===== src/rtl/morse_pkg.sv =====
// Shared types and constants for the Morse decoder's UART character transmitter.
package morse_pkg;

    typedef enum logic [2:0] {
        IDLE   = 3'd0,
        START  = 3'd1,
        DATA   = 3'd2,
        PARITY = 3'd3,
        STOP   = 3'd4
    } uart_state_e;

    localparam int MORSE_CLK_HZ_DEFAULT = 125_000_000;
    localparam int MORSE_BAUD_DEFAULT   = 115_200;

    localparam logic UART_IDLE_BIT  = 1'b1;
    localparam logic UART_START_BIT = 1'b0;
    localparam logic UART_STOP_BIT  = 1'b1;

    function automatic logic even_parity8(input logic [7:0] data);
        return ^data;
    endfunction

endpackage


===== src/rtl/char_fifo.sv =====
// Circular character FIFO with show-ahead read data and registered full/empty/level.
module char_fifo
    import morse_pkg::*;
#(
    parameter int DEPTH = 16
) (
    input  logic                     clk,
    input  logic                     rst_n,
    input  logic                     push,
    input  logic                     pop,
    input  logic [7:0]               din,
    output logic [7:0]               dout,
    output logic                     full,
    output logic                     empty,
    output logic [$clog2(DEPTH):0]   level
);

    localparam int AW = $clog2(DEPTH);
    localparam int LW = AW + 1;

    logic [7:0]    mem_r [DEPTH];
    logic [AW-1:0] wr_ptr_r;
    logic [AW-1:0] rd_ptr_r;
    logic [LW-1:0] level_r;
    logic [LW-1:0] level_nxt_s;
    logic          full_r;
    logic          empty_r;
    logic          wr_en_s;
    logic          rd_en_s;

    // A full FIFO still accepts a write when a read frees a slot in the same cycle.
    assign wr_en_s = push & (~full_r | pop);
    assign rd_en_s = pop & ~empty_r;

    // Occupancy after this cycle's read/write.
    always_comb begin
        level_nxt_s = level_r;
        case ({wr_en_s, rd_en_s})
            2'b10:   level_nxt_s = level_r + LW'(1);
            2'b01:   level_nxt_s = level_r - LW'(1);
            default: level_nxt_s = level_r;
        endcase
    end

    // Pointers and status flags.
    always_ff @(posedge clk or negedge rst_n) begin
        if (!rst_n) begin
            wr_ptr_r <= {AW{1'b0}};
            rd_ptr_r <= {AW{1'b0}};
            level_r  <= {LW{1'b0}};
            full_r   <= 1'b0;
            empty_r  <= 1'b1;
        end else begin
            if (wr_en_s) wr_ptr_r <= wr_ptr_r + AW'(1);
            if (rd_en_s) rd_ptr_r <= rd_ptr_r + AW'(1);
            level_r <= level_nxt_s;
            full_r  <= (level_nxt_s == LW'(DEPTH));
            empty_r <= (level_nxt_s == {LW{1'b0}});
        end
    end

    // Storage array; contents need no reset since the pointers gate visibility.
    always_ff @(posedge clk) begin
        if (wr_en_s) mem_r[wr_ptr_r] <= din;
    end

    assign dout  = mem_r[rd_ptr_r];
    assign full  = full_r;
    assign empty = empty_r;
    assign level = level_r;

endmodule


===== src/rtl/morse_uart_tx.sv =====
// Queues decoded Morse letters and sends them as UART frames (8N1; 8E1 when
// MORSE_UART_PARITY_EN is defined).
module morse_uart_tx
    import morse_pkg::*;
#(
    parameter int CLK_HZ = MORSE_CLK_HZ_DEFAULT,
    parameter int BAUD   = MORSE_BAUD_DEFAULT,
    parameter int DEPTH  = 16
) (
    input  logic                   clk,
    input  logic                   reset_n,
    input  logic [7:0]             letter,
    input  logic                   done,
    output logic                   tx,
    output logic                   busy,
    output logic                   full,
    output logic                   overflow,
    output logic [$clog2(DEPTH):0] level
);

    localparam int DIV = CLK_HZ / BAUD;
    localparam int CW  = (DIV > 1) ? $clog2(DIV) : 1;
    localparam logic [CW-1:0] BAUD_LAST = CW'(DIV - 1);

    logic          done_q_r;
    logic          push_s;
    logic          pop_s;
    logic [7:0]    fifo_dout_s;
    logic          fifo_full_s;
    logic          fifo_empty_s;
    logic          overflow_r;

    uart_state_e   state_r,    state_nxt;
    logic [CW-1:0] baud_cnt_r, baud_nxt;
    logic [2:0]    bit_cnt_r,  bit_nxt;
    logic [7:0]    shift_r,    shift_nxt;
    logic          tx_r,       tx_nxt;
    logic          busy_r,     busy_nxt;
    logic          baud_last_s;
`ifdef MORSE_UART_PARITY_EN
    logic          parity_r,   parity_nxt;
`endif

    // done_q resets high so a done held across reset release is not taken as an edge.
    assign push_s      = done & ~done_q_r;
    assign baud_last_s = (baud_cnt_r == BAUD_LAST);

    char_fifo #(.DEPTH(DEPTH)) u_fifo (
        .clk   (clk),
        .rst_n (reset_n),
        .push  (push_s),
        .pop   (pop_s),
        .din   (letter),
        .dout  (fifo_dout_s),
        .full  (fifo_full_s),
        .empty (fifo_empty_s),
        .level (level)
    );

    // Edge detector and sticky drop flag.
    always_ff @(posedge clk or negedge reset_n) begin
        if (!reset_n) begin
            done_q_r   <= 1'b1;
            overflow_r <= 1'b0;
        end else begin
            done_q_r <= done;
            if (push_s && fifo_full_s && !pop_s) overflow_r <= 1'b1;
        end
    end

    // Transmitter state, baud timing and registered line outputs.
    always_ff @(posedge clk or negedge reset_n) begin
        if (!reset_n) begin
            state_r    <= IDLE;
            baud_cnt_r <= {CW{1'b0}};
            bit_cnt_r  <= 3'd0;
            shift_r    <= 8'h00;
            tx_r       <= UART_IDLE_BIT;
            busy_r     <= 1'b0;
`ifdef MORSE_UART_PARITY_EN
            parity_r   <= 1'b0;
`endif
        end else begin
            state_r    <= state_nxt;
            baud_cnt_r <= baud_nxt;
            bit_cnt_r  <= bit_nxt;
            shift_r    <= shift_nxt;
            tx_r       <= tx_nxt;
            busy_r     <= busy_nxt;
`ifdef MORSE_UART_PARITY_EN
            parity_r   <= parity_nxt;
`endif
        end
    end

    // Next-state logic; line outputs are decoded from the next state so they register with it.
    always_comb begin
        state_nxt = state_r;
        baud_nxt  = baud_cnt_r + CW'(1);
        bit_nxt   = bit_cnt_r;
        shift_nxt = shift_r;
        pop_s     = 1'b0;
        tx_nxt    = UART_IDLE_BIT;
        busy_nxt  = 1'b0;
`ifdef MORSE_UART_PARITY_EN
        parity_nxt = parity_r;
`endif
        case (state_r)
            IDLE: begin
                baud_nxt = {CW{1'b0}};
                if (!fifo_empty_s) begin
                    pop_s     = 1'b1;
                    shift_nxt = fifo_dout_s;
                    bit_nxt   = 3'd0;
`ifdef MORSE_UART_PARITY_EN
                    parity_nxt = even_parity8(fifo_dout_s);
`endif
                    state_nxt = START;
                end else begin
                    state_nxt = IDLE;
                end
            end
            START: begin
                if (baud_last_s) begin
                    state_nxt = DATA;
                    baud_nxt  = {CW{1'b0}};
                end else begin
                    state_nxt = START;
                end
            end
            DATA: begin
                if (baud_last_s) begin
                    baud_nxt  = {CW{1'b0}};
                    shift_nxt = {1'b0, shift_r[7:1]};
                    if (bit_cnt_r == 3'd7) begin
`ifdef MORSE_UART_PARITY_EN
                        state_nxt = PARITY;
`else
                        state_nxt = STOP;
`endif
                    end else begin
                        bit_nxt = bit_cnt_r + 3'd1;
                    end
                end else begin
                    state_nxt = DATA;
                end
            end
            PARITY: begin
`ifdef MORSE_UART_PARITY_EN
                if (baud_last_s) begin
                    state_nxt = STOP;
                    baud_nxt  = {CW{1'b0}};
                end else begin
                    state_nxt = PARITY;
                end
`else
                state_nxt = IDLE;
                baud_nxt  = {CW{1'b0}};
`endif
            end
            STOP: begin
                if (baud_last_s) begin
                    state_nxt = IDLE;
                    baud_nxt  = {CW{1'b0}};
                end else begin
                    state_nxt = STOP;
                end
            end
            default: begin
                state_nxt = IDLE;
                baud_nxt  = {CW{1'b0}};
            end
        endcase

        case (state_nxt)
            IDLE: begin
                tx_nxt   = UART_IDLE_BIT;
                busy_nxt = 1'b0;
            end
            START: begin
                tx_nxt   = UART_START_BIT;
                busy_nxt = 1'b1;
            end
            DATA: begin
                tx_nxt   = shift_nxt[0];
                busy_nxt = 1'b1;
            end
            PARITY: begin
`ifdef MORSE_UART_PARITY_EN
                tx_nxt   = parity_nxt;
                busy_nxt = 1'b1;
`else
                tx_nxt   = UART_IDLE_BIT;
                busy_nxt = 1'b0;
`endif
            end
            STOP: begin
                tx_nxt   = UART_STOP_BIT;
                busy_nxt = 1'b1;
            end
            default: begin
                tx_nxt   = UART_IDLE_BIT;
                busy_nxt = 1'b0;
            end
        endcase
    end

    assign tx       = tx_r;
    assign busy     = busy_r;
    assign full     = fifo_full_s;
    assign overflow = overflow_r;

endmodule

===== config.mk =====
export PLATFORM = sky130hd
export DESIGN_NAME = morse_uart_tx
export DESIGN_NICKNAME = d
export VERILOG_FILES = /design/src/rtl/morse_pkg.sv /design/src/rtl/char_fifo.sv /design/src/rtl/morse_uart_tx.sv
export SDC_FILE = /design/constraint.sdc
export NUM_CORES = 1
export LEC_CHECK = 0
export BUFFER_PORTS_ARGS = -buffer_cell sky130_fd_sc_hd__buf_2
export CAP_MARGIN = 10
export CORE_MARGIN = 2
export CORE_UTILIZATION = 65
export DETAILED_ROUTE_END_ITERATION = 10
export GPL_TIMING_DRIVEN = 0
export PLACE_DENSITY_LB_ADDON = 0.08
export SYNTH_ARGS = -nofsm -noshare
export SYNTH_HDL_FRONTEND = slang
export SYNTH_SLANG_ARGS = --single-unit

===== constraint.sdc =====
create_clock -name clk -period 5.15 [get_ports clk]
set_clock_uncertainty 0.15 [all_clocks]
set_input_delay 1.03 -clock clk [delete_from_list [all_inputs] [get_ports clk]]
set_output_delay 1.03 -clock clk [all_outputs]
set_load 0.02 [all_outputs]

==> metrics.md <==
| Metric | Value |
|---|---|
| Status | completed |
| GR Util met1 | 0.3486 |
| FF-to-FF path depth | 14 |
| Via count | 3,691 |
| Max cap viols | 0 |
| Grt ovf | 0 |
| Clk sinks | 172 |
| # DRC | 0 |
| Postcts setup bufs | 0 |
| Final Slew Violations | 0 |
| Proportion of synthesized chip area in sequential cells | 0.6873 |
| Max Root-Sink Buffers | 2 |
| FILL cells | 656 |
| Lkg Pwr | 2.886 nW |
| Tot GR Track Use | 0.2560 |
| Clk root buf | clkbuf_8 |
| CTS tree | built |
| Antenna viol nets, final | 0 |
| CP max FO | 9 |
| Via-to-Cell Ratio | 6.021 |
| Mapped Cells | 423 |
| Core box area | 10,840 µm² |
| Clock transition at path regs | 0.07 ns |
| Routed WL per cell | 21.83 µm |
| Post-DP HPWL | 8832 µm |
| Flops & latches, synth | 172 |
| Crit-path cells | buf_6, or4_4, buf_6, a21oi_4, inv_4, ha_1, clkbuf_1, xor2_1, ha_1, or3b_2, a211oi_1, o21bai_1, xnor2_1, nor3b_1 |
| DP Area | 7470 µm² |
| Antenna cells | 0 |
| Layout cells sized above 1 | 0.2368 |
| Met3 usage | 0.07531 |
| FP Rows | 38 |
| Post-synth ARST share | 0.2558 |
| CP startpoint kind | flop |
| Largest net degree at the start of global routing | 45 |
| Starting density of the core | 0.6641 |
| Number of DRC markers in iteration 0 | 403 |
| CP Capture Type | flop |
| Most used DFF post-synth | edfxtp_1 |
| Power per cell area | 506.4 nW/µm² |
| Min cycle time layout | 3.765 ns |
| YS warnings | 0 |
| Worst Path Arrival | 4.08 ns |
| Crit-path max cell delay | 0.52 ns |
| Number of I/O pins | 20 |
| Crit Path Category | flop to flop |
| Slew @ Worst Pin | 0.9495 ns |
| Worst Path Required | 5.47 ns |
| H-tree depth | 4 |
| Chip width | 109.2 µm |
| CP max-delay cell | or4_4 |
| Fmax | 0.2656 GHz |
| Worst Hold Class | flop to flop |
| GR peak layer | met2 |
| Routability cong. | 0.7599 |
| Final Hold Fails | 0 |
| Distinct cells, synth | 49 |
| Number of synthesized flops with an enable pin | 128 |
| TritonCTS buffer count | 17 |
| Drt total wl | 13,380 µm |
| Port Buffers | 19 |
| Overall power | 4.054 mW |
| Full die area | 11,930 µm² |
| First-pass GRT wire length | 21,110 µm |
| Vias in the first global route | 3,858 |
| Area Growth Syn to Fin | 11.19% |
| CTS Hold Bufs | 0 |
| Core Util, Final | 0.7385 |
| Drt pass-1 iters | 4 |
| Initial antenna violation count | 0 |
| RSZ-0062 raised after global routing | no |
| # setup viols final | 0 |
| Die H | 109.2 µm |
| Syn_nets | 446 |
| Post-route cell area | 8005 µm² |
| M2 GR Usage | 0.4113 |
| Average size of a mapped cell | 17.02 µm² |
| Worst skew pair latency | 0.55 ns |
| Synthesized area | 7199 µm² |
| Slew HR | 0.3670 |
| Reg area | 4949 µm² |
| TNS Setup | 0 ns |
| Worst hold path depth | 1 |
| VDD IR max | 0.3658 mV |
| Fin crit share | 0.7311 |
| Post-CTS sizing | 0 |
| Multi-input gate area in the final layout | 2103 µm² |
| Nets | 484 |
==> where the power goes <==
part	internal [mW]	total [mW]	switching (mW)
combinational	0.526	1.10	0.574
sequential	1.66	1.79	0.127
clock	0.646	1.16	0.519
==> final timing paths <==
check                                      from                       to  slack, ns
max                        state_r[1]$_DFF_PN0_    u_fifo.full$_DFF_PN0_       1.38
min                        overflow$_DFFE_PN0P_     overflow$_DFFE_PN0P_       0.35
max reg2reg                state_r[1]$_DFF_PN0_    u_fifo.full$_DFF_PN0_       1.38
min reg2reg                overflow$_DFFE_PN0P_     overflow$_DFFE_PN0P_       0.35
max in group asynchronous               reset_n     state_r[2]$_DFF_PN0_       3.77
min in group asynchronous               reset_n  baud_cnt_r[6]$_DFF_PN0_       0.48
==> layout make-up <==
| class | instances | area share |
|---|---|---|
| buffer | 20 | 0.01438 |
| clock buffer | 20 | 0.05314 |
| clock inverter | 11 | 0.01375 |
| inverter | 8 | 0.004064 |
| multi-input combinational | 223 | 0.2627 |
| sequential | 172 | 0.6182 |
| tap | 140 | 0.02188 |
| timing repair buffer | 19 | 0.01188 |
==> cells in the final DEF, fill, tap and decap left out, types with 11 or more instances in the layout <==
master     instances
and2_1            17
buf_2             27
clkbuf_16         16
dfrtp_1           41
edfxtp_1         128
ha_1              12
mux4_2            37
nand2_1           29
nor2_1            23
xnor2_1           11
==> synthesized netlist by cell type, types with 3 or more instances <==
cell type,number,area (µm²)
dfrtp_1,41,1026
nor3_1,5,25.02
and2_1,17,106.4
ha_1,12,150.1
nand2_1,29,108.9
nand4_1,4,25.02
a22oi_1,6,45.04
and4_1,3,26.28
inv_1,6,22.52
and3_1,4,25.02
nor3b_2,3,37.54
clkbuf_1,4,15.01
xor2_1,9,78.83
buf_2,8,40.04
edfxtp_1,128,3844
xnor2_1,11,96.34
o21bai_1,3,22.52
mux2i_1,9,90.09
nor2_1,23,86.33
a22o_1,3,26.28
o21ai_0,8,40.04
a21oi_1,4,20.02
dfstp_2,3,78.83
nor2b_1,4,25.02
mux4_2,37,833.3
buf_1,3,11.26
a31oi_1,3,18.77
buf_6,3,33.78
nand3_1,4,20.02
==> critical path, delay by kind of cell, from the launching register on <==
kind / cells / cell delay (ns)
AOI/OAI and AO/OA: 3 / 0.61
xor gates and xnor gates: 2 / 0.42
and+or+nand+nor: 3 / 1.17
buffers and inverters: 4 / 0.53
adders and majority gates: 2 / 0.41
DFF: 1 / 0.37
==> cells by family after synthesis <==
logic type,count (synthesis),share of synthesized area
fa+ha+maj,12,0.02085
xor+xnor,20,0.02433
mux,48,0.1314
simple gates,109,0.08238
compound gates,34,0.03320
flops,172,0.6873
buf+inv,28,0.02051
==> state kept, by name, summed over array words and instances, names as in the netlist <==
name / cells
baud_cnt_r: 11
bit_cnt_r: 3
busy: 1
done_q_r: 1
overflow: 1
shift_r: 8
state_r: 3
tx: 1
u_fifo.empty: 1
u_fifo.full: 1
u_fifo.level: 5
u_fifo.mem_r: 128
u_fifo.rd_ptr_r: 4
u_fifo.wr_ptr_r: 4
==> routing by layer <==
layer | up-vias | routed length (µm)
li1 | 1695 | -
met1 | 1909 | 5855
met2 | 80 | 6874
met3 | 7 | 568
met4 | 0 | 81
met5 | - | 0
==> through the flow <==
step                setup slack (ns)  std cells  hold WS [ns]
floorplan                      1.652        423        0.3188
global placement               1.417        582        0.3061
detailed placement             1.333        582        0.3328
CTS                            1.365        613        0.3539
global route                   1.150        613        0.3711
finish                         1.385        613        0.3455
(Power assumes the default switching activity.)
